File: config.mk
export PLATFORM = sky130hd
export DESIGN_NAME = sixbit_ilog_flat
export DESIGN_NICKNAME = d
export VERILOG_FILES = /design/src/rtl/sixbit_ilog_if.sv /design/src/rtl/sixbit_ilog.sv /design/src/flat_wrapper.sv
export SDC_FILE = /design/constraint.sdc
export NUM_CORES = 1
export LEC_CHECK = 0
export BUFFER_PORTS_ARGS = -buffer_cell sky130_fd_sc_hd__buf_2
export CAP_MARGIN = 25
export CORE_AREA = 2 2 74 76
export DETAILED_ROUTE_END_ITERATION = 10
export DIE_AREA = 0 0 76 78
export PLACE_DENSITY_LB_ADDON = 0.25
export SLEW_MARGIN = 20
export SYNTH_ARGS = -nofsm -noshare
export SYNTH_HDL_FRONTEND = slang
export SYNTH_SLANG_ARGS = --single-unit
File: constraint.sdc
create_clock -name clk -period 8.1 [get_ports clk]
set_clock_uncertainty 0.1 [all_clocks]
set_input_delay 0.405 -clock clk [delete_from_list [all_inputs] [get_ports clk]]
set_output_delay 0.405 -clock clk [all_outputs]
set_load 0.01 [all_outputs]
File: src/rtl/sixbit_ilog_if.sv
// sixbit_ilog_if: start/done handshake bundle for the sequential integer log unit.
//   start  requester -> unit  request pulse, accepted only while the unit is idle
//   base   requester -> unit  log base b, captured with an accepted start
//   value  requester -> unit  argument v, captured with an accepted start
//   busy   unit -> requester  high while iterating
//   done   unit -> requester  one-cycle result strobe
//   exp    unit -> requester  exponent e = floor(log_b v)
//   exact  unit -> requester  b^e == v
//   err    unit -> requester  result undefined (b<2 or v==0)
interface sixbit_ilog_if #(
    parameter int WIDTH = 6
);
    logic             start;
    logic [WIDTH-1:0] base;
    logic [WIDTH-1:0] value;
    logic             busy;
    logic             done;
    logic [WIDTH-1:0] exp;
    logic             exact;
    logic             err;

    modport master (
        output start, base, value,
        input  busy, done, exp, exact, err
    );

    modport slave (
        input  start, base, value,
        output busy, done, exp, exact, err
    );
endinterface

File: src/rtl/sixbit_ilog.sv
// sixbit_ilog: sequential integer logarithm, the inverse of the six-bit power unit.
//   Computes e = floor(log_b v) and exact = (b^e == v) with one WIDTH x WIDTH
//   multiply per cycle, under a start/done handshake.
// Ports:
//   clk    clock, all state changes on its rising edge
//   rst_n  asynchronous active-low reset; aborts any operation without a done pulse
//   bus    sixbit_ilog_if slave: start/base/value in, busy/done/exp/exact/err out
module sixbit_ilog #(
    parameter int WIDTH    = 6,
    parameter int MAX_ITER = 10
) (
    input  logic           clk,
    input  logic           rst_n,
    sixbit_ilog_if.slave   bus
);

    typedef enum logic [1:0] {
        IDLE = 2'd0,
        ITER = 2'd1,
        DONE = 2'd2
    } state_t;

    state_t             state_q, state_d;
    logic [WIDTH-1:0]   b_q, b_d;
    logic [WIDTH-1:0]   v_q, v_d;
    logic [WIDTH-1:0]   acc_q, acc_d;
    logic [WIDTH-1:0]   cnt_q, cnt_d;
    logic [WIDTH-1:0]   exp_q, exp_d;
    logic               exact_q, exact_d;
    logic               err_q, err_d;

    // Full-width product: anything above 2^WIDTH-1 already exceeds V and ends
    // the search, so acc itself never has to hold a wrapped value.
    logic [2*WIDTH-1:0] prod;
    logic               step_ok;

    assign prod    = {{WIDTH{1'b0}}, acc_q} * {{WIDTH{1'b0}}, b_q};
    assign step_ok = (prod <= {{WIDTH{1'b0}}, v_q}) && (cnt_q < WIDTH'(MAX_ITER));

    always_ff @(posedge clk or negedge rst_n) begin
        if (!rst_n) begin
            state_q <= IDLE;
            b_q     <= '0;
            v_q     <= '0;
            acc_q   <= WIDTH'(1);
            cnt_q   <= '0;
            exp_q   <= '0;
            exact_q <= 1'b0;
            err_q   <= 1'b0;
        end else begin
            state_q <= state_d;
            b_q     <= b_d;
            v_q     <= v_d;
            acc_q   <= acc_d;
            cnt_q   <= cnt_d;
            exp_q   <= exp_d;
            exact_q <= exact_d;
            err_q   <= err_d;
        end
    end

    always_comb begin
        state_d = state_q;
        b_d     = b_q;
        v_d     = v_q;
        acc_d   = acc_q;
        cnt_d   = cnt_q;
        exp_d   = exp_q;
        exact_d = exact_q;
        err_d   = err_q;

        case (state_q)
            IDLE: begin
                if (bus.start) begin
                    b_d = bus.base;
                    v_d = bus.value;
                    if ((bus.base < WIDTH'(2)) || (bus.value == '0)) begin
                        // Undefined log: report immediately, skip iteration.
                        err_d   = 1'b1;
                        exp_d   = '0;
                        exact_d = 1'b0;
                        state_d = DONE;
                    end else begin
                        acc_d   = WIDTH'(1);
                        cnt_d   = '0;
                        state_d = ITER;
                    end
                end
            end
            ITER: begin
                if (step_ok) begin
                    acc_d = prod[WIDTH-1:0];
                    cnt_d = cnt_q + WIDTH'(1);
                end else begin
                    // acc holds b^cnt, the largest power not above V.
                    exp_d   = cnt_q;
                    exact_d = (acc_q == v_q);
                    err_d   = 1'b0;
                    state_d = DONE;
                end
            end
            DONE: begin
                state_d = IDLE;
            end
            default: begin
                state_d = IDLE;
            end
        endcase
    end

    assign bus.busy  = (state_q == ITER);
    assign bus.done  = (state_q == DONE);
    assign bus.exp   = exp_q;
    assign bus.exact = exact_q;
    assign bus.err   = err_q;

endmodule

File: src/flat_wrapper.sv
// flat-port wrapper written by rule: the top's interface ports become plain ports
module sixbit_ilog_flat 
#(
    parameter int WIDTH    = 6,
    parameter int MAX_ITER = 10
)
  (clk, rst_n, bus_start, bus_base, bus_value, bus_busy, bus_done, bus_exp, bus_exact, bus_err);
  sixbit_ilog_if #(.WIDTH(WIDTH)) bus_i ();
  input  logic clk;
  input  logic rst_n;
  input wire logic [$bits(bus_i.start)-1:0] bus_start;
  input wire logic [$bits(bus_i.base)-1:0] bus_base;
  input wire logic [$bits(bus_i.value)-1:0] bus_value;
  output wire logic [$bits(bus_i.busy)-1:0] bus_busy;
  output wire logic [$bits(bus_i.done)-1:0] bus_done;
  output wire logic [$bits(bus_i.exp)-1:0] bus_exp;
  output wire logic [$bits(bus_i.exact)-1:0] bus_exact;
  output wire logic [$bits(bus_i.err)-1:0] bus_err;
  assign bus_i.start = bus_start;
  assign bus_i.base = bus_base;
  assign bus_i.value = bus_value;
  assign bus_busy = bus_i.busy;
  assign bus_done = bus_i.done;
  assign bus_exp = bus_i.exp;
  assign bus_exact = bus_i.exact;
  assign bus_err = bus_i.err;
  sixbit_ilog #(.WIDTH(WIDTH), .MAX_ITER(MAX_ITER)) u_core (.clk(clk), .rst_n(rst_n), .bus(bus_i));
endmodule
==> impl_summary.log <==
[metrics] Worst Setup Slack post-DPL: 3.14 ns
[metrics] P per Cell Area: 370 nW/um^2
[metrics] synthesized area per cell: 9.48 um^2
[metrics] number of vias per cell: 5.39
[metrics] startpoint of the most critical register-to-register path: u_core.acc_q[3]
[metrics] number of detailed-route iterations in the first pass: 4
[metrics] hold-fix buffers at CTS: 0
[metrics] number of buffers inserted during clock tree synthesis: 5
[metrics] initial core utilization: 56.7%
[metrics] Data required, critical path: 8.21 ns
[metrics] number of antenna violations at the first check in global routing: 0
[metrics] area growth from synthesis to final layout: 11.3%
[metrics] number of enable-type register cells in the synthesized netlist: 0
[metrics] clock insertion delay at the later pin of the skew report: 0.29 ns
[metrics] r2r endpoint: u_core.acc_q[4]
[metrics] routability congestion estimate from global placement: 0.916
[metrics] number of nets produced by synthesis: 361
[metrics] Clock Tree Root: sky130_fd_sc_hd__clkbuf_8
[metrics] total detailed-routing wirelength: 5.91 mm
[metrics] flop2flop setup slack: 3.12 ns
[metrics] DRC viols: 0
[metrics] final design utilization: 63.2%
[metrics] total gr overflow: 0
[metrics] Static Leakage: 1.59 nW
[metrics] Clock Tree Buf Depth: 2
[metrics] fraction of the cycle the final worst path needs: 61.5%
[metrics] via count: 2138
[metrics] largest net degree at the start of global routing: 35
[metrics] Die Area: 5930 um^2
[metrics] sum of negative setup slack: 0 ns
[metrics] total number of yosys warnings: 0
[metrics] top-level port count: 25
[metrics] antenna viol nets, final: 0
[metrics] Crit. End Element: register
[metrics] number of gates given a new drive strength after cts: 0
[metrics] instance count of the mapped netlist: 302
[metrics] number of distinct library cells after synthesis: 52
[metrics] Clock transition at path regs: 0.08 ns
[metrics] prevailing post-synth register cell: sky130_fd_sc_hd__dfrtp_1
[metrics] via count of the first global-routing pass: 2187
[metrics] max-cap viol count: 0
[metrics] area of all placed cells without fillers: 3190 um^2
[metrics] worst rel slew slack: 40.1%
[metrics] number of cells traversed by the worst register-to-register path: 15
[metrics] Setup crit start: u_core.acc_q[3]
[metrics] placement-stage cell area: 3050 um^2
[metrics] critical-path maximum fanout: 8
[metrics] die extent in x: 76 um
[metrics] post-DP HPWL: 4.67 mm
[metrics] Max IR drop VDD: 0.181 mV
[metrics] worst hold margin: 0.0900 ns
[metrics] Worst setup SP type: register
[metrics] count of standard-cell rows: 26
[metrics] CTS Sinks: 34
[metrics] Post-CTS Setup Repair Bufs: 0
[metrics] Core Region: 5040 um^2
[metrics] number of antenna repair diodes: 0
[metrics] critical path data arrival time: 5.09 ns
[metrics] CTS tree: yes
[metrics] final hold vios: 0
[metrics] total number of H-tree levels: 2
[metrics] setup repair after global routing missed its margin: no
[metrics] Final nets: 385
[metrics] synthesis-stage register bit count: 34
[metrics] outcome: completed
[metrics] number of setup violations in the final report: 0
[metrics] first-pass GRT wire length: 10.6 mm
[metrics] die span in y: 78 um
[metrics] min setup slack post-route: 3.12 ns
[metrics] average detailed-routed wire length per instance: 14.9 um
[metrics] actual slew at the worst max-slew pin: 0.890 ns
[metrics] Netlist Area Pre-Place: 2860 um^2
[metrics] share of synthesized registers carrying an async set or reset: 100%
[metrics] achievable clock frequency: 201 MHz
[metrics] category of the critical setup timing path: reg -> reg
[metrics] global-route usage over all layers: 22.4%
[metrics] buffers added on ports: 24
[metrics] Pins Over Slew Limit: 0
[metrics] share of post-route cells with drive strength above 1: 15.6%
[metrics] fraction of the yosys area taken by sequential cells: 29.8%
[metrics] DRC marker count from the first detailed-route iteration: 114
[metrics] minimum period implied by the final worst setup slack: 4.98 ns
[metrics] class of the worst hold path: in -> async
[final cells by class]
type | instances | area [um^2]
clock buffer | 5 | 68.8
clock inverter | 3 | 68.8
fill | 424 | 1860
inverter | 42 | 158
multi-input combinational | 218 | 1820
sequential | 34 | 852
tap | 70 | 87.6
timing repair buffer | 25 | 128
[worst max-delay path by stage]
stage / to / slack, ns / cells after the start
2_1_floorplan: u_core.cnt_q[2] / 3.42 / 15
3_3_place_gp: u_core.cnt_q[1] / 3.20 / 13
3_5_place_dp: u_core.cnt_q[2] / 3.14 / 14
4_1_cts: u_core.acc_q[4] / 3.09 / 14
5_1_grt: u_core.acc_q[4] / 2.86 / 15
6_report: u_core.acc_q[4] / 3.12 / 15
[metal layers]
| layer | up-vias | track usage [%] | routed length (um) |
|---|---|---|---|
| li1 | 1066 | - | - |
| met1 | 1030 | 31.7 | 2830 |
| met2 | 40 | 37.2 | 2880 |
| met3 | 2 | 3.60 | 184 |
| met4 | 0 | 3.82 | 20 |
| met5 | - | 0 | 0 |
[synthesized netlist by cell type (all sizes together), types with 2 or more instances]
master,n,area share [%]
ha,27,12
inv,42,5.5
xor2,8,2.4
o21ai,15,2.6
and2,22,4.8
or4,2,0.52
mux2i,9,3.1
nand2,38,5.0
nand4,2,0.44
nand2b,4,0.87
dfrtp,33,29
and3,3,0.66
fa,17,12
clkbuf,7,0.92
mux2,8,3.1
o211ai,2,0.52
o21bai,2,0.52
a21oi,10,1.9
o21a,2,0.52
nor3b,2,0.52
nor3,6,1.0
a31oi,3,0.87
or2,3,0.66
nand3,5,0.87
nor4,3,1.2
nor2,5,0.66
a2111o,2,0.79
[power by group]
group | internal, mW | leakage, nW | switching, mW
registers | 0.223 | 0.441 | 0.0634
clock network | 0.123 | 0.0683 | 0.0680
logic | 0.308 | 1.08 | 0.394
[per-stage QoR]
step / std cells / power [mW]
floorplan: 302 / 0.830
global placement: 389 / 0.974
detailed placement: 389 / 0.989
CTS: 397 / 1.19
global route: 397 / 1.30
finish: 397 / 1.18
[cells in the final DEF (no fill, tap or decap), types with 9 or more instances in the layout]
cell type and count:
sky130_fd_sc_hd__a21oi_1 9, sky130_fd_sc_hd__and2_1 22, sky130_fd_sc_hd__buf_2 24, sky130_fd_sc_hd__dfrtp_1 33, sky130_fd_sc_hd__fa_1 17, sky130_fd_sc_hd__ha_1 27, sky130_fd_sc_hd__inv_1 42, sky130_fd_sc_hd__mux2i_1 9
sky130_fd_sc_hd__nand2_1 38, sky130_fd_sc_hd__o21ai_0 14
[registers in the layout (all words and copies together), names as in the netlist]
name,flops
u_core.cnt_q,6
u_core.v_q,6
u_core.bus.err,1
u_core.acc_q,6
u_core.b_q,6
u_core.bus.exp,6
u_core.bus.exact,1
u_core.state_q,2
[cell families after synthesis]
logic type / Yosys count / share of synthesized area (%)
AO/OA/AOI/OAI: 50 / 12.7
buffers and inverters: 50 / 6.69
XOR/XNOR: 9 / 2.75
multiplexers: 17 / 6.30
AND/OR/NAND/NOR: 98 / 18.1
flip-flops: 34 / 29.8
adder cells (fa/ha/maj): 44 / 23.7
[critical path, cell delays in order, from the launching register on]
cell                       delay, ns
sky130_fd_sc_hd__dfrtp_1        0.49
sky130_fd_sc_hd__and2_1         0.23
sky130_fd_sc_hd__fa_1           0.53
sky130_fd_sc_hd__inv_1          0.05
sky130_fd_sc_hd__fa_1           0.47
sky130_fd_sc_hd__fa_1           0.55
sky130_fd_sc_hd__inv_1          0.04
sky130_fd_sc_hd__ha_1           0.36
sky130_fd_sc_hd__xor2_1         0.24
sky130_fd_sc_hd__ha_1           0.28
sky130_fd_sc_hd__nand4_1        0.12
sky130_fd_sc_hd__a21oi_1        0.06
sky130_fd_sc_hd__o32a_1         0.33
sky130_fd_sc_hd__or3_1          0.31
sky130_fd_sc_hd__and4bb_2       0.49
sky130_fd_sc_hd__mux2i_1        0.24
Power figures use the tool's default switching activity.
